## src/rtl/mips_pkg.sv

```systemverilog
// Shared definitions for the 16-bit, 8-register MIPS pipeline: widths,
// ALU operation classes, R-type funct codes and the pipeline register layouts.
package mips_pkg;

  localparam int DATA_W = 16;
  localparam int REG_W  = 3;

  localparam logic [1:0] ALUOP_ADD   = 2'b00;
  localparam logic [1:0] ALUOP_SUB   = 2'b01;
  localparam logic [1:0] ALUOP_RTYPE = 2'b10;
  localparam logic [1:0] ALUOP_OR    = 2'b11;

  localparam logic [2:0] FUNCT_ADD = 3'b000;
  localparam logic [2:0] FUNCT_SUB = 3'b001;
  localparam logic [2:0] FUNCT_AND = 3'b010;
  localparam logic [2:0] FUNCT_OR  = 3'b011;
  localparam logic [2:0] FUNCT_SLT = 3'b100;

  // ID/EX register contents; an all-zero value is a bubble.
  typedef struct packed {
    logic [DATA_W-1:0] read_data_1;
    logic [DATA_W-1:0] read_data_2;
    logic [DATA_W-1:0] immediate;
    logic [DATA_W-1:0] pc_plus1;
    logic [REG_W-1:0]  rs;
    logic [REG_W-1:0]  rt;
    logic [REG_W-1:0]  rd;
    logic              reg_dst;
    logic              alu_src;
    logic              mem_to_reg;
    logic              reg_write;
    logic              mem_read;
    logic              mem_write;
    logic              branch;
    logic [1:0]        alu_op;
  } idex_t;

  // EX/MEM register contents.
  typedef struct packed {
    logic [DATA_W-1:0] alu_result;
    logic [DATA_W-1:0] store_data;
    logic [DATA_W-1:0] branch_target;
    logic [REG_W-1:0]  write_register;
    logic              zero;
    logic              mem_to_reg;
    logic              reg_write;
    logic              mem_read;
    logic              mem_write;
    logic              branch;
  } exmem_t;

  // The ALU is driven with funct-style codes; fixed classes map onto them.
  function automatic logic [2:0] alu_op_sel(input logic [1:0] alu_op,
                                            input logic [2:0] funct);
    case (alu_op)
      ALUOP_ADD: return FUNCT_ADD;
      ALUOP_SUB: return FUNCT_SUB;
      ALUOP_OR:  return FUNCT_OR;
      default:   return funct;
    endcase
  endfunction

endpackage

```

## src/rtl/execute_stage_if.sv

```systemverilog
// Decode-side, write-back-side and EX/MEM-side signals of the execute stage.
interface execute_stage_if;
  import mips_pkg::*;

  logic              flush;
  logic [DATA_W-1:0] id_read_data_1;
  logic [DATA_W-1:0] id_read_data_2;
  logic [DATA_W-1:0] id_immediate;
  logic [DATA_W-1:0] id_pc_plus1;
  logic [REG_W-1:0]  id_rs;
  logic [REG_W-1:0]  id_rt;
  logic [REG_W-1:0]  id_rd;
  logic              id_RegDst;
  logic              id_ALUSrc;
  logic              id_MemtoReg;
  logic              id_RegWrite;
  logic              id_MemRead;
  logic              id_MemWrite;
  logic              id_Branch;
  logic [1:0]        id_ALUOp;
  logic              wb_RegWrite;
  logic [REG_W-1:0]  wb_write_register;
  logic [DATA_W-1:0] wb_write_data;

  logic              stall;
  logic [DATA_W-1:0] ex_alu_result;
  logic [DATA_W-1:0] ex_store_data;
  logic [DATA_W-1:0] ex_branch_target;
  logic [REG_W-1:0]  ex_write_register;
  logic              ex_zero;
  logic              ex_branch_taken;
  logic              ex_MemtoReg;
  logic              ex_RegWrite;
  logic              ex_MemRead;
  logic              ex_MemWrite;
  logic              ex_Branch;

  modport master (
    output flush, id_read_data_1, id_read_data_2, id_immediate, id_pc_plus1,
           id_rs, id_rt, id_rd, id_RegDst, id_ALUSrc, id_MemtoReg, id_RegWrite,
           id_MemRead, id_MemWrite, id_Branch, id_ALUOp,
           wb_RegWrite, wb_write_register, wb_write_data,
    input  stall, ex_alu_result, ex_store_data, ex_branch_target,
           ex_write_register, ex_zero, ex_branch_taken, ex_MemtoReg,
           ex_RegWrite, ex_MemRead, ex_MemWrite, ex_Branch
  );

  modport slave (
    input  flush, id_read_data_1, id_read_data_2, id_immediate, id_pc_plus1,
           id_rs, id_rt, id_rd, id_RegDst, id_ALUSrc, id_MemtoReg, id_RegWrite,
           id_MemRead, id_MemWrite, id_Branch, id_ALUOp,
           wb_RegWrite, wb_write_register, wb_write_data,
    output stall, ex_alu_result, ex_store_data, ex_branch_target,
           ex_write_register, ex_zero, ex_branch_taken, ex_MemtoReg,
           ex_RegWrite, ex_MemRead, ex_MemWrite, ex_Branch
  );

endinterface

```

## src/rtl/alu.sv

```systemverilog
// Combinational 16-bit ALU; op uses the R-type funct encoding.
module alu
  import mips_pkg::*;
(
  input  logic [DATA_W-1:0] a,
  input  logic [DATA_W-1:0] b,
  input  logic [2:0]        op,
  output logic [DATA_W-1:0] result,
  output logic              zero
);

  // Result select; unused codes give 0, slt compares as signed.
  always_comb begin
    result = '0;
    case (op)
      FUNCT_ADD: result = a + b;
      FUNCT_SUB: result = a - b;
      FUNCT_AND: result = a & b;
      FUNCT_OR:  result = a | b;
      FUNCT_SLT: result = {{(DATA_W-1){1'b0}}, ($signed(a) < $signed(b))};
      default:   result = '0;
    endcase
    zero = (result == '0);
  end

endmodule

```

## src/rtl/execute_stage.sv

```systemverilog
// Execute stage: ID/EX register, forwarding, load-use stall, ALU, branch
// target and the EX/MEM register feeding the memory stage.
module execute_stage
  import mips_pkg::*;
(
  input  logic           clk,
  input  logic           rst,
  execute_stage_if.slave bus
);

  idex_t             idex_q, idex_d;
  exmem_t            exmem_q, exmem_d;
  logic              stall;
  logic [DATA_W-1:0] fwd_a, fwd_b, alu_b, alu_result;
  logic              alu_zero;
  logic [2:0]        alu_op;
  logic [REG_W-1:0]  dest_reg;

  // A load in EX whose target is read by the instruction in decode costs one bubble.
  assign stall = idex_q.mem_read & idex_q.reg_write &
                 ((idex_q.rt == bus.id_rs) | (idex_q.rt == bus.id_rt));

  // ID/EX next value: capture decode, or insert a bubble on stall/flush.
  always_comb begin
    idex_d = '0;
    if (!(bus.flush || stall)) begin
      idex_d.read_data_1 = bus.id_read_data_1;
      idex_d.read_data_2 = bus.id_read_data_2;
      idex_d.immediate   = bus.id_immediate;
      idex_d.pc_plus1    = bus.id_pc_plus1;
      idex_d.rs          = bus.id_rs;
      idex_d.rt          = bus.id_rt;
      idex_d.rd          = bus.id_rd;
      idex_d.reg_dst     = bus.id_RegDst;
      idex_d.alu_src     = bus.id_ALUSrc;
      idex_d.mem_to_reg  = bus.id_MemtoReg;
      idex_d.reg_write   = bus.id_RegWrite;
      idex_d.mem_read    = bus.id_MemRead;
      idex_d.mem_write   = bus.id_MemWrite;
      idex_d.branch      = bus.id_Branch;
      idex_d.alu_op      = bus.id_ALUOp;
    end
  end

  // Operand forwarding (EX/MEM before MEM/WB), ALU input select and destination.
  always_comb begin
    fwd_a = idex_q.read_data_1;
    if (exmem_q.reg_write && exmem_q.write_register == idex_q.rs)
      fwd_a = exmem_q.alu_result;
    else if (bus.wb_RegWrite && bus.wb_write_register == idex_q.rs)
      fwd_a = bus.wb_write_data;

    fwd_b = idex_q.read_data_2;
    if (exmem_q.reg_write && exmem_q.write_register == idex_q.rt)
      fwd_b = exmem_q.alu_result;
    else if (bus.wb_RegWrite && bus.wb_write_register == idex_q.rt)
      fwd_b = bus.wb_write_data;

    alu_b    = idex_q.alu_src ? idex_q.immediate : fwd_b;
    alu_op   = alu_op_sel(idex_q.alu_op, idex_q.immediate[2:0]);
    dest_reg = idex_q.reg_dst ? idex_q.rd : idex_q.rt;
  end

  alu u_alu (
    .a      (fwd_a),
    .b      (alu_b),
    .op     (alu_op),
    .result (alu_result),
    .zero   (alu_zero)
  );

  // EX/MEM next value; a flush kills the instruction leaving EX.
  always_comb begin
    exmem_d                = '0;
    exmem_d.alu_result     = alu_result;
    exmem_d.store_data     = fwd_b;
    exmem_d.branch_target  = idex_q.pc_plus1 + idex_q.immediate;
    exmem_d.write_register = dest_reg;
    exmem_d.zero           = alu_zero;
    if (!bus.flush) begin
      exmem_d.mem_to_reg = idex_q.mem_to_reg;
      exmem_d.reg_write  = idex_q.reg_write;
      exmem_d.mem_read   = idex_q.mem_read;
      exmem_d.mem_write  = idex_q.mem_write;
      exmem_d.branch     = idex_q.branch;
    end
  end

  // Both pipeline registers, cleared asynchronously by reset.
  always_ff @(posedge clk or posedge rst) begin
    if (rst) begin
      idex_q  <= '0;
      exmem_q <= '0;
    end else begin
      idex_q  <= idex_d;
      exmem_q <= exmem_d;
    end
  end

  assign bus.stall             = stall;
  assign bus.ex_alu_result     = exmem_q.alu_result;
  assign bus.ex_store_data     = exmem_q.store_data;
  assign bus.ex_branch_target  = exmem_q.branch_target;
  assign bus.ex_write_register = exmem_q.write_register;
  assign bus.ex_zero           = exmem_q.zero;
  assign bus.ex_branch_taken   = exmem_q.branch & exmem_q.zero;
  assign bus.ex_MemtoReg       = exmem_q.mem_to_reg;
  assign bus.ex_RegWrite       = exmem_q.reg_write;
  assign bus.ex_MemRead        = exmem_q.mem_read;
  assign bus.ex_MemWrite       = exmem_q.mem_write;
  assign bus.ex_Branch         = exmem_q.branch;

endmodule

```

## src/flat_wrapper.sv

```systemverilog
// flat-port wrapper written by rule: the top's interface ports become plain ports
module execute_stage_flat import mips_pkg::*;
  (clk, rst, bus_flush, bus_id_read_data_1, bus_id_read_data_2, bus_id_immediate, bus_id_pc_plus1, bus_id_rs, bus_id_rt, bus_id_rd, bus_id_RegDst, bus_id_ALUSrc, bus_id_MemtoReg, bus_id_RegWrite, bus_id_MemRead, bus_id_MemWrite, bus_id_Branch, bus_id_ALUOp, bus_wb_RegWrite, bus_wb_write_register, bus_wb_write_data, bus_stall, bus_ex_alu_result, bus_ex_store_data, bus_ex_branch_target, bus_ex_write_register, bus_ex_zero, bus_ex_branch_taken, bus_ex_MemtoReg, bus_ex_RegWrite, bus_ex_MemRead, bus_ex_MemWrite, bus_ex_Branch);
  execute_stage_if bus_i ();
  input  logic clk;
  input  logic rst;
  input wire logic [$bits(bus_i.flush)-1:0] bus_flush;
  input wire logic [$bits(bus_i.id_read_data_1)-1:0] bus_id_read_data_1;
  input wire logic [$bits(bus_i.id_read_data_2)-1:0] bus_id_read_data_2;
  input wire logic [$bits(bus_i.id_immediate)-1:0] bus_id_immediate;
  input wire logic [$bits(bus_i.id_pc_plus1)-1:0] bus_id_pc_plus1;
  input wire logic [$bits(bus_i.id_rs)-1:0] bus_id_rs;
  input wire logic [$bits(bus_i.id_rt)-1:0] bus_id_rt;
  input wire logic [$bits(bus_i.id_rd)-1:0] bus_id_rd;
  input wire logic [$bits(bus_i.id_RegDst)-1:0] bus_id_RegDst;
  input wire logic [$bits(bus_i.id_ALUSrc)-1:0] bus_id_ALUSrc;
  input wire logic [$bits(bus_i.id_MemtoReg)-1:0] bus_id_MemtoReg;
  input wire logic [$bits(bus_i.id_RegWrite)-1:0] bus_id_RegWrite;
  input wire logic [$bits(bus_i.id_MemRead)-1:0] bus_id_MemRead;
  input wire logic [$bits(bus_i.id_MemWrite)-1:0] bus_id_MemWrite;
  input wire logic [$bits(bus_i.id_Branch)-1:0] bus_id_Branch;
  input wire logic [$bits(bus_i.id_ALUOp)-1:0] bus_id_ALUOp;
  input wire logic [$bits(bus_i.wb_RegWrite)-1:0] bus_wb_RegWrite;
  input wire logic [$bits(bus_i.wb_write_register)-1:0] bus_wb_write_register;
  input wire logic [$bits(bus_i.wb_write_data)-1:0] bus_wb_write_data;
  output wire logic [$bits(bus_i.stall)-1:0] bus_stall;
  output wire logic [$bits(bus_i.ex_alu_result)-1:0] bus_ex_alu_result;
  output wire logic [$bits(bus_i.ex_store_data)-1:0] bus_ex_store_data;
  output wire logic [$bits(bus_i.ex_branch_target)-1:0] bus_ex_branch_target;
  output wire logic [$bits(bus_i.ex_write_register)-1:0] bus_ex_write_register;
  output wire logic [$bits(bus_i.ex_zero)-1:0] bus_ex_zero;
  output wire logic [$bits(bus_i.ex_branch_taken)-1:0] bus_ex_branch_taken;
  output wire logic [$bits(bus_i.ex_MemtoReg)-1:0] bus_ex_MemtoReg;
  output wire logic [$bits(bus_i.ex_RegWrite)-1:0] bus_ex_RegWrite;
  output wire logic [$bits(bus_i.ex_MemRead)-1:0] bus_ex_MemRead;
  output wire logic [$bits(bus_i.ex_MemWrite)-1:0] bus_ex_MemWrite;
  output wire logic [$bits(bus_i.ex_Branch)-1:0] bus_ex_Branch;
  assign bus_i.flush = bus_flush;
  assign bus_i.id_read_data_1 = bus_id_read_data_1;
  assign bus_i.id_read_data_2 = bus_id_read_data_2;
  assign bus_i.id_immediate = bus_id_immediate;
  assign bus_i.id_pc_plus1 = bus_id_pc_plus1;
  assign bus_i.id_rs = bus_id_rs;
  assign bus_i.id_rt = bus_id_rt;
  assign bus_i.id_rd = bus_id_rd;
  assign bus_i.id_RegDst = bus_id_RegDst;
  assign bus_i.id_ALUSrc = bus_id_ALUSrc;
  assign bus_i.id_MemtoReg = bus_id_MemtoReg;
  assign bus_i.id_RegWrite = bus_id_RegWrite;
  assign bus_i.id_MemRead = bus_id_MemRead;
  assign bus_i.id_MemWrite = bus_id_MemWrite;
  assign bus_i.id_Branch = bus_id_Branch;
  assign bus_i.id_ALUOp = bus_id_ALUOp;
  assign bus_i.wb_RegWrite = bus_wb_RegWrite;
  assign bus_i.wb_write_register = bus_wb_write_register;
  assign bus_i.wb_write_data = bus_wb_write_data;
  assign bus_stall = bus_i.stall;
  assign bus_ex_alu_result = bus_i.ex_alu_result;
  assign bus_ex_store_data = bus_i.ex_store_data;
  assign bus_ex_branch_target = bus_i.ex_branch_target;
  assign bus_ex_write_register = bus_i.ex_write_register;
  assign bus_ex_zero = bus_i.ex_zero;
  assign bus_ex_branch_taken = bus_i.ex_branch_taken;
  assign bus_ex_MemtoReg = bus_i.ex_MemtoReg;
  assign bus_ex_RegWrite = bus_i.ex_RegWrite;
  assign bus_ex_MemRead = bus_i.ex_MemRead;
  assign bus_ex_MemWrite = bus_i.ex_MemWrite;
  assign bus_ex_Branch = bus_i.ex_Branch;
  execute_stage u_core (.clk(clk), .rst(rst), .bus(bus_i));
endmodule
```

## config.mk

```make
export PLATFORM = sky130hd
export DESIGN_NAME = execute_stage_flat
export DESIGN_NICKNAME = d
export VERILOG_FILES = /design/src/rtl/mips_pkg.sv /design/src/rtl/execute_stage_if.sv /design/src/rtl/alu.sv /design/src/rtl/execute_stage.sv /design/src/flat_wrapper.sv
export SDC_FILE = /design/constraint.sdc
export NUM_CORES = 1
export LEC_CHECK = 0
export ABC_AREA = 1
export ABC_CLOCK_PERIOD_IN_PS = 9200
export BUFFER_PORTS_ARGS = -buffer_cell sky130_fd_sc_hd__buf_2
export CELL_PAD_IN_SITES_DETAIL_PLACEMENT = 0
export CELL_PAD_IN_SITES_GLOBAL_PLACEMENT = 1
export CORE_MARGIN = 5
export CORE_UTILIZATION = 30
export CTS_CLUSTER_DIAMETER = 100
export DETAILED_ROUTE_END_ITERATION = 8
export PLACE_DENSITY = 0.58
export SLEW_MARGIN = 20
export SYNTH_ARGS = -nofsm -noshare
export SYNTH_HDL_FRONTEND = slang
export SYNTH_SLANG_ARGS = --single-unit
```

## constraint.sdc

```tcl
create_clock -name clk -period 9.2 [get_ports clk]
set_input_delay 0.46 -clock clk [delete_from_list [all_inputs] [get_ports clk]]
set_output_delay 0.46 -clock clk [all_outputs]
set_load 0.02 [all_outputs]
```

Word-level counts from Yosys, hierarchy flattened --
Index checks and enable logic that the tools add are counted.
Storage, ports and cells: flip-flop bits (word level) 139, output and inout port bits 59, input bits 105
Operators by class: bitwise logic cells 6, $lt $le $gt $ge 1, $add $sub $neg 3, mux-type cells 10, reductions and logical operators 8, eq/ne operators 12
Operators by type and width (number):
- $mux 82 | 1
- $mux 16 | 5
- $pmux 16 s5 | 1
- $add 16x16->16 | 2
- $eq 3x3->1 | 6
- $and 16x16->16 | 1
- $logic_not 16->1 | 1
- $lt 16x16->1 | 1
- $or 16x16->16 | 1
- $sub 16x16->16 | 1
- $pmux 3 s3 | 1
- $eq 3x2->1 const B | 2
- $mux 5 | 1
- $logic_and 1x1->1 | 4
- $and 1x1->1 | 3
- $eq 3x1->1 const B | 1
- $eq 3x3->1 const B | 1
- $logic_not 3->1 | 1
- $mux 3 | 1
- $eq 2x1->1 const B | 1
- $eq 2x2->1 const B | 1
- $logic_not 2->1 | 1
- $logic_or 1x1->1 | 1
- $or 1x1->1 | 1

Longest topological paths before layout --
depth after elaboration 8, gate-level depth with buffers 28, gate-level depth less buffers 26

Cells and area by module --
Synthesis repeated with hierarchy kept, for this count alone.
Unflattened totals: cells, all modules 1351, area total of the unflattened synthesis 9490.4 µm²
By module, submodules not included:
- execute_stage | instances 1, cells each 794, area each 6623.9 µm²
- alu | instances 1, cells each 557, area each 2866.5 µm²

Worst setup path after synthesis --
No wires, ideal clock.
path type register to register, start point register u_core.exmem_q (netlist bit u_core.bus.ex_write_register[1]), end point register u_core.exmem_q (netlist bit u_core.bus.ex_zero), library setup time 0.071 ns, clock period less this slack 3.242 ns, data arrival time 3.171 ns, stages on the path, launching flop included 25, path slack 5.958 ns, cell sequence dfrtp_1 > inv_1 > o21ai_1 > a21oi_2 > o2111ai_2 > buf_2 > a31oi_2 > nand2_1 > o21ai_2 > ha_1 > inv_1 > fa_1 > inv_1 > nand3_1 > nand3_1 > nand2_1 > nand2_1 > a21oi_1 > o21ai_0 > nand2_1 > nor2_1 > nand2_1 > nor2_1 > nand2_1 > nor2_1
RTL lines:
- start, declared | line execute_stage.sv:12 | exmem_t exmem_q, exmem_d;
- start signal, assigned | line execute_stage.sv:96 | exmem_q <= exmem_d;

Final worst setup path --
start point register u_core.idex_q[15] in the netlist's numbering, end point register u_core.exmem_q (netlist bit u_core.bus.ex_zero)
On the way: longest elaborated chain between the ends 7, elaborated cells on any way between the ends 13, classes of those cells add/sub (2); order compare (1); eq/ne (2); mux (3); bitwise (2); reduce/logical (3)
Ends and longest elaborated chain:
- start, declared | line execute_stage.sv:11 | idex_t idex_q, idex_d;
- start signal, assigned | line execute_stage.sv:95 | idex_q <= idex_d;
- $eq 3x3->1 | line execute_stage.sv:50 | else if (bus.wb_RegWrite && bus.wb_write_register == idex_q.rs)
- $logic_and 1x1->1 | line execute_stage.sv:50
- $mux 16 | line execute_stage.sv:50
- $mux 16 (*) | line execute_stage.sv:48 | if (exmem_q.reg_write && exmem_q.write_register == idex_q.rs)
- $sub 16x16->16, or another cell as far along | line alu.sv:17 | FUNCT_SUB: result = a - b;
- $pmux 16 s5 (*) | line alu.sv:15 | case (op)
- net u_core.alu_result[14] | line execute_stage.sv:14 | logic [DATA_W-1:0] fwd_a, fwd_b, alu_b, alu_result;
- $logic_not 16->1 (*) | line alu.sv:23 | zero = (result == '0);
- net u_core.alu_zero | line execute_stage.sv:15 | logic alu_zero;
The timed path passes the listed nets; every way through them passes the cells marked *.

==> results.toml <==
[status]
status = "finished, final reports clean"

[die]
start_util_pct = 30.5
coreArea_um2 = 31600
dieArea_um2 = 35800
die_w_um = 189
die_y_um = 189
ios = 164
fp-row-count = 65

[yosys]
yosysUniqueCellTypes = 47
ys_ff_latch = 139
async_flop_share_pct = 100
synth-main-ff-cell = "dfrtp_1"
yosys_warnings = 0
yosysSeqAreaShare_pct = 36.1
syn_inst = 1199
syn_nets = 1373
synth-edff-count = 0
syn-cell-area_um2 = 9640
avgSynthCellArea_um2 = 8.04

[sta]
tightest_slew_ps = 959
fin_worst_skew_ps = 11.2
fin_setup_tns_ps = 0
layout_worst_path_cycle_share_pct = 45.8
max-slew-margin-rel_pct = 36.1
timing.final.crit_period_ps = 4220
drv_slew = 0
fmax_mhz = 237
hold_viol_final = 0
setup_violations = 0
worst_hold_slack_ps = 118
rsz0062_at_grt = "false"

[power_and_ir_drop]
power.total_mw = 2.03
power.internal_mw = 1.28
p_clk_share_pct = 32.7
power_density_nw_per_um2 = 180
p_sw_share_pct = 37.1
pwr-share-seq_pct = 35.3
comb_power_share_pct = 32.0
p_sw_mw = 0.751
leakage_nw = 5.98
ir_worst_vdd_v = 0.000109

[layout]
final_core_util_pct = 35.6
nets = 1525
num_antenna_cells = 0
nFillCells = 3387
seqCellArea_um2 = 3480
instances_no_fill = 1766
area_growth_pct = 16.8
multi_input_comb_area_um2 = 4990
drive_gt1_share_pct = 25.7

[drt]
drc = 0
wl_per_cell_um = 17.0
dr.pass1.iters = 5
drt.antenna.violating_nets = 0
drtIter0Drc = 315
wl_um = 30000
vias = 7891
vias_per_cell = 4.47

[run]
maxCapViolCount = 0

[clock_network]
ctsHoldBuffers = 0
clkLatencyLatePin_ps = 430
tritoncts = "done"
cts-root-buf = "clkbuf_16"
ctsResizeCount = 0
clockBufferDepth = 2
htree_levels = 4
cts_setup_buffers = 0
clk_pin_slew_ps = 60
cts_sinks = 139
cts_buffers = 17

[global_routing]
grt_pass1_wl_um = 47300
grt_overflow_total = 0
grt_max_degree = 77
antenna_found_initial = 6
grt.total_usage_pct = 17.1
grt_pass1_vias = 8143

[placement]
io_buffers = 163
gp_congestion = 0.879
dp_hpwl_um = 24500
place_inst = 1734

[critical_path]
cp-end-kind = "flip-flop"
start_kind = "flip-flop"
required_ps = 9560
worstPathArrival_ps = 4570
crit_type = "reg2reg"
cp_common_cell = "nand2_1"
crit_fanout = 17
cp_slowest_cell = "inv_2"
slowest_delay_ps = 440

[worst_hold_path]
hold_class = "in2async"
[placed cells by master (no fill, tap or decap), drive strengths merged]
cell | Yosys | final
nand2 | 227 | 227
inv | 226 | 226
nor2 | 208 | 208
buf | 32 | 169
dfrtp | 139 | 139
o21ai | 75 | 75
nand3 | 67 | 67
ha | 66 | 66
a21oi | 57 | 57
clkbuf | 4 | 21
a31oi | 18 | 18
xor2 | 14 | 14
nor3 | 11 | 11
xnor2 | 10 | 10
clkinv | 2 | 10
nand4 | 7 | 7
o21bai | 6 | 6
and2 | 5 | 5
or2 | 4 | 4
o22ai | 3 | 3
fa | 3 | 3
a21boi | 3 | 3
and3 | 2 | 2
o211ai | 2 | 2
bufinv | 0 | 2
o2111ai | 2 | 2
nand3b | 1 | 1
a21o | 1 | 1
a221oi | 1 | 1
o31ai | 1 | 1
nor3b | 1 | 1
o41ai | 1 | 1
clkinvlp | 0 | 1
[cell usage after synthesis, drive strengths merged, types with 11 or more instances]
cell   count  area, µm²
nand2    227        857
inv      226        848
nor2     208       1390
dfrtp    139       3480
o21ai     75        413
nand3     67        345
ha        66        826
a21oi     57        300
buf       32        323
a31oi     18        206
xor2      14        123
nor3      11       60.1
[power groups by stage]
stage / registers [mW] / clock network [mW] / logic, mW
floorplan: 0.763 / 0 / 0.401
global placement: 0.728 / 0 / 0.655
detailed placement: 0.727 / 0 / 0.651
CTS: 0.716 / 0.682 / 0.654
global route: 0.723 / 0.702 / 0.727
finish: 0.716 / 0.663 / 0.648
[registers in the layout (all words and copies together) (netlist names)]
register,flops
u_core.idex_q,82
u_core.bus.ex_alu_result,16
u_core.bus.ex_branch_target,16
u_core.bus.ex_store_data,16
u_core.bus.ex_write_register,3
u_core.bus.ex_Branch,1
u_core.bus.ex_MemRead,1
u_core.bus.ex_MemWrite,1
u_core.bus.ex_MemtoReg,1
u_core.bus.ex_RegWrite,1
u_core.bus.ex_zero,1
[layer usage]
| layer | vias up | wire length (µm) | GRT usage, % |
|---|---|---|---|
| li1 | 4016 | - | - |
| met1 | 3652 | 14000 | 22.9 |
| met2 | 164 | 13700 | 27.2 |
| met3 | 47 | 1310 | 4.09 |
| met4 | 12 | 845 | 5.65 |
| met5 | - | 77 | 0 |
[worst max-delay path: cells and delay by family (launching register included)]
kind                       cells  cell delay [ps]
buffers and inverters          5              850
adders and majority gates      2              690
DFF                            1              360
AOI/OAI and AO/OA              4              520
and+or+nand+nor               14             1710
[path summary, 6_finish.rpt]
kind                                    from                              end  slack [ps]  cells past startpoint
setup / recovery           u_core.idex_q[15]               u_core.bus.ex_zero        4980                     25
hold reg to reg             u_core.idex_q[9]  u_core.bus.ex_write_register[0]         460                      2
max in group asynchronous                rst                u_core.idex_q[55]        8010                      3
setup reg to reg           u_core.idex_q[15]               u_core.bus.ex_zero        4980                     25
min in group clk             bus_id_ALUOp[0]                 u_core.idex_q[0]         260                      3
hold / removal                           rst           u_core.bus.ex_MemWrite         120                      2
[kinds of logic after synthesis]
kind of cell | share of synthesized area [%]
AOI/OAI and AO/OA | 11.3
xor gates and xnor gates | 2.18
adders and majority gates | 9.19
buffers and inverters | 12.4
DFF | 36.1
and+or+nand+nor | 28.9
[per-stage QoR]
stage	cell area (µm²)	setup slack, ps
2_1_floorplan	9640	5020
3_3_place_gp	10700	4900
3_5_place_dp	10700	4830
4_1_cts	11300	4940
5_1_grt	11300	4550
6_report	11300	4980
[layout make-up]
cell class	instances	share of cell area, %
Multi-Input combinational cell	796	44.3
Sequential cell	139	30.9
Timing Repair Buffer	169	7.68
Inverter	228	7.65
Tap cell	402	4.47
Clock buffer	21	3.91
Clock inverter	11	1.09
No activity file was read; power rests on OpenSTA's default activity.
